==> config.mk <==
export PLATFORM = sky130hd
export DESIGN_NAME = hazard_ctrl_flat
export DESIGN_NICKNAME = d
export VERILOG_FILES = /design/src/rtl/hazard_ctrl_if.sv /design/src/rtl/hazard_ctrl.sv /design/src/flat_wrapper.sv
export SDC_FILE = /design/constraint.sdc
export NUM_CORES = 1
export LEC_CHECK = 0
export ABC_AREA = 0
export ABC_CLOCK_PERIOD_IN_PS = 1900
export CORE_MARGIN = 3
export CORE_UTILIZATION = 35
export CTS_CLUSTER_DIAMETER = 60
export DETAILED_ROUTE_END_ITERATION = 8
export PLACE_DENSITY_LB_ADDON = 0.1
export SYNTH_ARGS = -nofsm -noshare
export SYNTH_HDL_FRONTEND = slang
export SYNTH_SLANG_ARGS = --single-unit
==> constraint.sdc <==
create_clock -name clk -period 1.9 [get_ports clk]
set_input_delay 0.19 -clock clk [delete_from_list [all_inputs] [get_ports clk]]
set_output_delay 0.19 -clock clk [all_outputs]
set_load 0.005 [all_outputs]
==> src/rtl/hazard_ctrl_if.sv <==
// hazard_ctrl_if: decode/execute hazard fields in, forwarding selects and stall/flush controls out.
interface hazard_ctrl_if;
   logic [4:0]  rs1_d, rs2_d, rs1_e, rs2_e, rd_e;
   logic        reg_write_e, pc_src_e, mc_start_e;
   logic [1:0]  res_src_e;
   logic [1:0]  forward_a_e, forward_b_e;
   logic        stall_f, stall_d, stall_e, flush_d, flush_e, mc_busy;
   logic [31:0] stall_cycles, flush_events;
   modport master (
      output rs1_d, rs2_d, rs1_e, rs2_e, rd_e, reg_write_e, res_src_e, pc_src_e, mc_start_e,
      input  forward_a_e, forward_b_e, stall_f, stall_d, stall_e, flush_d, flush_e, mc_busy,
             stall_cycles, flush_events
   );
   modport slave (
      input  rs1_d, rs2_d, rs1_e, rs2_e, rd_e, reg_write_e, res_src_e, pc_src_e, mc_start_e,
      output forward_a_e, forward_b_e, stall_f, stall_d, stall_e, flush_d, flush_e, mc_busy,
             stall_cycles, flush_events
   );
endinterface

==> src/rtl/hazard_ctrl.sv <==
// hazard_ctrl: forwarding selects, load-use/branch/multi-cycle stall and flush control.
// Optional stall/flush performance counters are built when HAZ_PERF_CNT_EN is defined.
module hazard_ctrl #(
   parameter int MC_LATENCY = 3,
   parameter int CNT_W      = 4
) (
   input  logic         clk,
   input  logic         rst_n,
   hazard_ctrl_if.slave hz
);
   typedef enum logic {IDLE, BUSY} state_t;
   localparam logic [CNT_W-1:0] CNT_INIT = CNT_W'(MC_LATENCY >= 2 ? MC_LATENCY - 2 : 0);
   state_t           state;
   logic [CNT_W-1:0] cnt;
   logic [4:0]       rd_m, rd_w;
   logic             reg_write_m, reg_write_w;
   logic             mc_stall, lw_stall;

   function automatic logic [1:0] fwd_sel(input logic [4:0] rs);
      return (reg_write_m && rd_m != 5'd0 && rd_m == rs) ? 2'b10 :
             (reg_write_w && rd_w != 5'd0 && rd_w == rs) ? 2'b01 : 2'b00;
   endfunction

   always_comb begin
      mc_stall       = (state == IDLE) ? (hz.mc_start_e && MC_LATENCY >= 2) : (cnt != '0);
      lw_stall       = hz.res_src_e == 2'b01 && hz.reg_write_e && hz.rd_e != 5'd0 &&
                       (hz.rd_e == hz.rs1_d || hz.rd_e == hz.rs2_d);
      hz.forward_a_e = fwd_sel(hz.rs1_e);
      hz.forward_b_e = fwd_sel(hz.rs2_e);
      hz.stall_f     = mc_stall || lw_stall;
      hz.stall_d     = mc_stall || lw_stall;
      hz.stall_e     = mc_stall;
      hz.flush_d     = !mc_stall && hz.pc_src_e;
      hz.flush_e     = !mc_stall && (lw_stall || hz.pc_src_e);
      hz.mc_busy     = state == BUSY;
   end

   // A stalled E sends a bubble into M; W always follows M.
   always_ff @(posedge clk or negedge rst_n) begin
      if (!rst_n) begin
         state       <= IDLE;
         cnt         <= '0;
         rd_m        <= '0;
         reg_write_m <= 1'b0;
         rd_w        <= '0;
         reg_write_w <= 1'b0;
      end else begin
         rd_m        <= mc_stall ? 5'd0 : hz.rd_e;
         reg_write_m <= !mc_stall && hz.reg_write_e;
         rd_w        <= rd_m;
         reg_write_w <= reg_write_m;
         if (state == IDLE) begin
            if (mc_stall) begin
               state <= BUSY;
               cnt   <= CNT_INIT;
            end
         end else if (cnt != '0) begin
            cnt <= cnt - CNT_W'(1);
         end else begin
            state <= IDLE;
         end
      end
   end

`ifdef HAZ_PERF_CNT_EN
   always_ff @(posedge clk or negedge rst_n) begin
      if (!rst_n) begin
         hz.stall_cycles <= '0;
         hz.flush_events <= '0;
      end else begin
         hz.stall_cycles <= hz.stall_cycles + 32'(hz.stall_f);
         hz.flush_events <= hz.flush_events + 32'(hz.flush_d);
      end
   end
`else
   assign hz.stall_cycles = '0;
   assign hz.flush_events = '0;
`endif
endmodule

==> src/flat_wrapper.sv <==
// flat-port wrapper written by rule: the top's interface ports become plain ports
module hazard_ctrl_flat 
#(
   parameter int MC_LATENCY = 3,
   parameter int CNT_W      = 4
)
  (clk, rst_n, hz_rs1_d, hz_rs2_d, hz_rs1_e, hz_rs2_e, hz_rd_e, hz_reg_write_e, hz_res_src_e, hz_pc_src_e, hz_mc_start_e, hz_forward_a_e, hz_forward_b_e, hz_stall_f, hz_stall_d, hz_stall_e, hz_flush_d, hz_flush_e, hz_mc_busy, hz_stall_cycles, hz_flush_events);
  hazard_ctrl_if hz_i ();
  input  logic clk;
  input  logic rst_n;
  input wire logic [$bits(hz_i.rs1_d)-1:0] hz_rs1_d;
  input wire logic [$bits(hz_i.rs2_d)-1:0] hz_rs2_d;
  input wire logic [$bits(hz_i.rs1_e)-1:0] hz_rs1_e;
  input wire logic [$bits(hz_i.rs2_e)-1:0] hz_rs2_e;
  input wire logic [$bits(hz_i.rd_e)-1:0] hz_rd_e;
  input wire logic [$bits(hz_i.reg_write_e)-1:0] hz_reg_write_e;
  input wire logic [$bits(hz_i.res_src_e)-1:0] hz_res_src_e;
  input wire logic [$bits(hz_i.pc_src_e)-1:0] hz_pc_src_e;
  input wire logic [$bits(hz_i.mc_start_e)-1:0] hz_mc_start_e;
  output wire logic [$bits(hz_i.forward_a_e)-1:0] hz_forward_a_e;
  output wire logic [$bits(hz_i.forward_b_e)-1:0] hz_forward_b_e;
  output wire logic [$bits(hz_i.stall_f)-1:0] hz_stall_f;
  output wire logic [$bits(hz_i.stall_d)-1:0] hz_stall_d;
  output wire logic [$bits(hz_i.stall_e)-1:0] hz_stall_e;
  output wire logic [$bits(hz_i.flush_d)-1:0] hz_flush_d;
  output wire logic [$bits(hz_i.flush_e)-1:0] hz_flush_e;
  output wire logic [$bits(hz_i.mc_busy)-1:0] hz_mc_busy;
  output wire logic [$bits(hz_i.stall_cycles)-1:0] hz_stall_cycles;
  output wire logic [$bits(hz_i.flush_events)-1:0] hz_flush_events;
  assign hz_i.rs1_d = hz_rs1_d;
  assign hz_i.rs2_d = hz_rs2_d;
  assign hz_i.rs1_e = hz_rs1_e;
  assign hz_i.rs2_e = hz_rs2_e;
  assign hz_i.rd_e = hz_rd_e;
  assign hz_i.reg_write_e = hz_reg_write_e;
  assign hz_i.res_src_e = hz_res_src_e;
  assign hz_i.pc_src_e = hz_pc_src_e;
  assign hz_i.mc_start_e = hz_mc_start_e;
  assign hz_forward_a_e = hz_i.forward_a_e;
  assign hz_forward_b_e = hz_i.forward_b_e;
  assign hz_stall_f = hz_i.stall_f;
  assign hz_stall_d = hz_i.stall_d;
  assign hz_stall_e = hz_i.stall_e;
  assign hz_flush_d = hz_i.flush_d;
  assign hz_flush_e = hz_i.flush_e;
  assign hz_mc_busy = hz_i.mc_busy;
  assign hz_stall_cycles = hz_i.stall_cycles;
  assign hz_flush_events = hz_i.flush_events;
  hazard_ctrl #(.MC_LATENCY(MC_LATENCY), .CNT_W(CNT_W)) u_core (.clk(clk), .rst_n(rst_n), .hz(hz_i));
endmodule
# [Word level (Yosys, flattened, before mapping)]
# Index checks and enable logic that the tools add are counted.
# W data, S select, Z words.
[op_classes] n_addsub=1 eq_ne=8 mux=12 n_reduce_logical=22
[ops] cell="$eq A5 B5 Y1" n=6
[ops] cell="$reduce_bool A5 Y1" n=3
[ops] cell="$logic_and A1 B1 Y1" n=12
[ops] cell="$mux W4" n=3
[ops] cell="$mux W1" n=6
[ops] cell="$mux W5" n=1
[ops] cell="$mux W2" n=2
[ops] cell="$reduce_bool A4 Y1" n=1
[ops] cell="$sub A4 B1 Y4 const B" n=1
[ops] cell="$logic_or A1 B1 Y1" n=3
[ops] cell="$eq A2 B1 Y1 const B" n=1
[ops] cell="$ne A2 B2 Y1 const B" n=1
[ops] cell="$reduce_and A2 Y1" n=1
[ops] cell="$reduce_bool A2 Y1" n=1
[ops] cell="$logic_not A1 Y1" n=1
[totals] regBits=17 inputBits=32 out_inout_bits=74 elab_cells=49

# [Longest topological paths before layout]
[depth] ltp_word=6 ltp_mapped=7 mapped_depth_nobuf=6

# [Least setup slack after synthesis]
# Ideal clock, no wire load.
[synth_timing] path_kind="register to output" from="register u_core.cnt[0]" to="output port hz_stall_f" t_arrival_ps=1560 t_required_ps=1710 path_slack_ps=150 path_stages_with_launch=8 path_buffers=2 path_cell_list="dfrtp_1 > inv_1 > ha_1 > or3b_1 > mux2i_1 > buf_2 > o21ai_0 > buf_4"
[synth_between] elab_chain_cells=3
[synth_rtl] element="from (decl)" line="hazard_ctrl.sv:14" rtl="logic [CNT_W-1:0] cnt;"
[synth_rtl] element="from (signal assigned)" line="hazard_ctrl.sv:58" rtl="cnt <= cnt - CNT_W'(1);"
[synth_rtl] element="$reduce_bool A4 Y1" line="hazard_ctrl.sv:25" rtl="mc_stall = (state == IDLE) ? (hz.mc_start_e && MC_LATENCY >= 2) : (cnt != '0);"
[synth_rtl] element="$mux W1" line="hazard_ctrl.sv:25"
[synth_rtl] element="$logic_or A1 B1 Y1"
[synth_rtl] element="to (decl)" line="flat_wrapper.sv:22" rtl="output wire logic [$bits(hz_i.stall_f)-1:0] hz_stall_f;"
# No other way between the ends.

# [Worst setup path after layout]
[layout_timing] from="register u_core.rd_w[0]" to="output port hz_forward_a_e[0]"
[layout_between] elab_chain_cells=5 word_cells_on_any_way=6 cone_classes="eq/ne (1); mux (2); reduce/logical (3)"
[layout_rtl] element="from (decl)" line="hazard_ctrl.sv:15" rtl="logic [4:0] rd_m, rd_w;"
[layout_rtl] element="from (signal assigned)" line="hazard_ctrl.sv:50" rtl="rd_w <= rd_m;"
[layout_rtl] element="$reduce_bool A5 Y1" line="hazard_ctrl.sv:21" rtl="(reg_write_w && rd_w != 5'd0 && rd_w == rs) ? 2'b01 : 2'b00;"
[layout_rtl] element="$logic_and A1 B1 Y1" line="hazard_ctrl.sv:21"
[layout_rtl] element="$logic_and A1 B1 Y1 (*)" line="hazard_ctrl.sv:21"
[layout_rtl] element="$mux W1 (*)" line="hazard_ctrl.sv:21"
[layout_rtl] element="$mux W2 (*)" line="hazard_ctrl.sv:20" rtl="return (reg_write_m && rd_m != 5'd0 && rd_m == rs) ? 2'b10 :"
[layout_rtl] element="to (decl)" line="flat_wrapper.sv:20" rtl="output wire logic [$bits(hz_i.forward_a_e)-1:0] hz_forward_a_e;"
# Mark *: on every way between the ends. The rest lies on a longest branch, timed or not.

==> impl_metrics.yaml <==
sta:
  hold_violations: 0
  min_period_ps: 2014
  fmax_mhz: 496.4
  setup_viol: 6
  rsz0062_at_grt: "yes"
  setup_ws_ps: -114.3
  slew_violations: 0
  clock_skew_ps: 0.6663
  fin_crit_sh: 1.060
clock_network:
  cts_buffers: 3
  cts_max_path_buffers: 2
  cts-root-buf: "clkbuf_8"
  cts_tree: "done"
  h-tree-depth: 1
  clk_pin_slew_ps: 60
  clk_latency_ps: 240
  clock_sinks: 17
logic_synthesis:
  synth.distinct_cells: 29
  async_flop_share: 1.000
  ys.flop_type: "dfrtp_1"
  avgSynthCellArea_um2: 9.109
  synth_area_um2: 1494
  yosys_warnings: 0
  synth_edf_count: 0
  yosysSeqAreaShare: 0.2848
  netlist_instances: 164
  synth-seq-cells: 17
finish:
  multi_input_area_um2: 893.4
  fillers: 396
  register_area_um2: 425.4
  diodes: 0
  design_area_um2: 2069
  final_core_util: 0.5100
  fin_nets: 270
  syn_to_final_growth_pct: 38.53
  layout-drive-gt1-share: 0.2585
global_routing:
  grt_usage: 0.1178
  grt_max_degree: 18
  grt_pass1_wl_mm: 4.781
  grt_pass1_vias: 1065
  grt_overflow_total: 0
  antenna_found_initial: 0
route:
  wl_per_cell_um: 11.08
  wl_met1_mm: 1.105
  routed-via-count: 1134
  vias_per_cell: 3.965
  dr.pass1.iters: 3
  wl_met2_mm: 1.760
  highest_layer: "met4"
  wl_met3_um: 266
  ant_nets: 0
  routed_wl_mm: 3.169
  drt_iter0_drc: 14
  drcViolationCount: 0
pwr:
  seqPwrFrac: 0.288
  p_leak_nw: 1.045
  power.internal_mw: 1.333
  p_clk_frac: 0.125
  switching_share: 0.3583
  switchingPower_mw: 0.7441
  p_per_area_nw_per_um2: 1004
  ir_worst_vdd_mv: 0.4219
  share_comb_of_total_power: 0.587
critical_path:
  start_kind: "flip-flop"
  regToRegEndpoint: "u_core.cnt[3]"
  r2r_cells: 8
  endpoint_kind: "output pin"
  crit_arrival_ps: 1820
  cp_max_fo: 3
  critical_path_class: "reg2out"
  r2r_slack_ps: 120
  rr_startpoint: "u_core.cnt[1]"
  cp_data_required_time_ps: 1710
place:
  dpl.hpwl_mm: 2.594
  place_congestion: 0.8655
  portBuffers: 41
  placed_cell_area_um2: 1868
die:
  die_w_um: 71.33
  die_h_um: 71.33
  pin_count: 106
  std_cell_rows: 23
  core-area_um2: 4058
  start_util: 0.3682
  dieArea_um2: 5088
status:
  status: "complete, but fails checks"
  violations: "setup timing"
run:
  maxCapViolations: 0
hold_path:
  hold_class: "in2async"
[Yosys cell counts (2+ instances only)]
| cell type | instances | area share |
|---|---|---|
| buf_4 | 65 | 0.33 |
| xor2_1 | 24 | 0.14 |
| dfrtp_1 | 17 | 0.28 |
| and2_1 | 6 | 0.025 |
| xnor2_1 | 6 | 0.035 |
| inv_1 | 5 | 0.013 |
| or4_1 | 5 | 0.025 |
| nand2_1 | 4 | 0.010 |
| nor2_1 | 4 | 0.010 |
| nor3_1 | 3 | 0.010 |
| o21ai_0 | 3 | 0.010 |
| nand2b_1 | 2 | 0.0084 |
| nand3_1 | 2 | 0.0067 |
| nor4_1 | 2 | 0.0084 |
| nor4_2 | 2 | 0.017 |
[metal layers]
metal | global-route usage | vias up
met2 | 0.2245 | 61
met5 | 0 | -
met1 | 0.1295 | 517
li1 | - | 554
met4 | 0.05010 | 0
met3 | 0.01403 | 2
[power by group through the flow]
stage	registers [mW]	logic, mW	clock network [mW]
final	0.597	1.22	0.260
after global routing	0.620	1.34	0.292
after CTS	0.589	1.12	0.274
after detailed placement	0.587	0.929	0
after global placement	0.583	0.917	0
after floorplan	0.592	0.546	0
[how the worst max path moves through the flow]
stage,to,start
floorplan,hz_stall_f,u_core.cnt[0]
global placement,hz_stall_d,hz_rd_e[0]
detailed placement,hz_flush_e,hz_rd_e[1]
CTS,hz_flush_e,u_core.cnt[0]
global route,hz_forward_a_e[0],u_core.rd_w[0]
finish,hz_forward_a_e[0],u_core.rd_w[0]
[placed cells by master (no fill, tap or decap), types with 3 or more instances in the layout]
master,n
buf_6,6
conb_1,64
nand2_1,3
clkbuf_8,3
buf_2,6
clkdlybuf4s50_1,32
inv_2,4
and2_1,6
xor2_1,24
xnor2_1,5
buf_4,26
dfrtp_1,17
nor3_1,3
nor2_1,4
or4_1,3
[cells by family after synthesis]
family,after synthesis,synth area share
AOI/OAI and AO/OA,12,0.05277
xor gates and xnor gates,30,0.1759
adders and majority gates,1,0.008374
buffers and inverters,71,0.3425
DFF,17,0.2848
muxes,1,0.006700
other,1,0.002510
and+or+nand+nor,31,0.1265
[layout make-up]
class                      count  area share
tap                           50     0.03023
timing repair buffer          71      0.3011
clock buffer                   3     0.01995
sequential                    17      0.2056
inverter                       5    0.009069
clock inverter                 1    0.002418
multi-input combinational    139      0.4317
[worst max-delay path, stage by stage, from the launching register on]
cell     delay, ps
dfrtp_1        420
buf_6          130
xor2_1         140
or4_1          490
nor4_2         260
buf_2          140
[what timing repair did]
item                                    CTS  global route
buffers inserted                          8             3
pin swaps                                 9             6
endpoints found under the setup margin    9            10
hold buffers                              0             0
resized for setup                        54            10
hold endpoints to repair                  0             0
[metrics by stage]
stage	TNS, ps	power (mW)	worst slack (ps)	hold WS (ps)	std cells
after floorplan	0	1.138	150.1	-105.6	227
after global placement	-2423	1.500	-342.5	389.2	273
after detailed placement	-2524	1.516	-349.8	383.6	273
after CTS	-594.2	1.984	-138.0	259.4	285
after global routing	-810.4	2.250	-179.4	278.6	286
final	-400.0	2.077	-114.3	258.8	286
[registers in the layout, indices dropped and copies added (netlist names)]
register / cells
u_core.rd_w: 5
u_core.reg_write_w: 1
u_core.rd_m: 5
u_core.cnt: 4
u_core.reg_write_m: 1
u_core.hz.mc_busy: 1
Power figures use the tool's default switching activity.
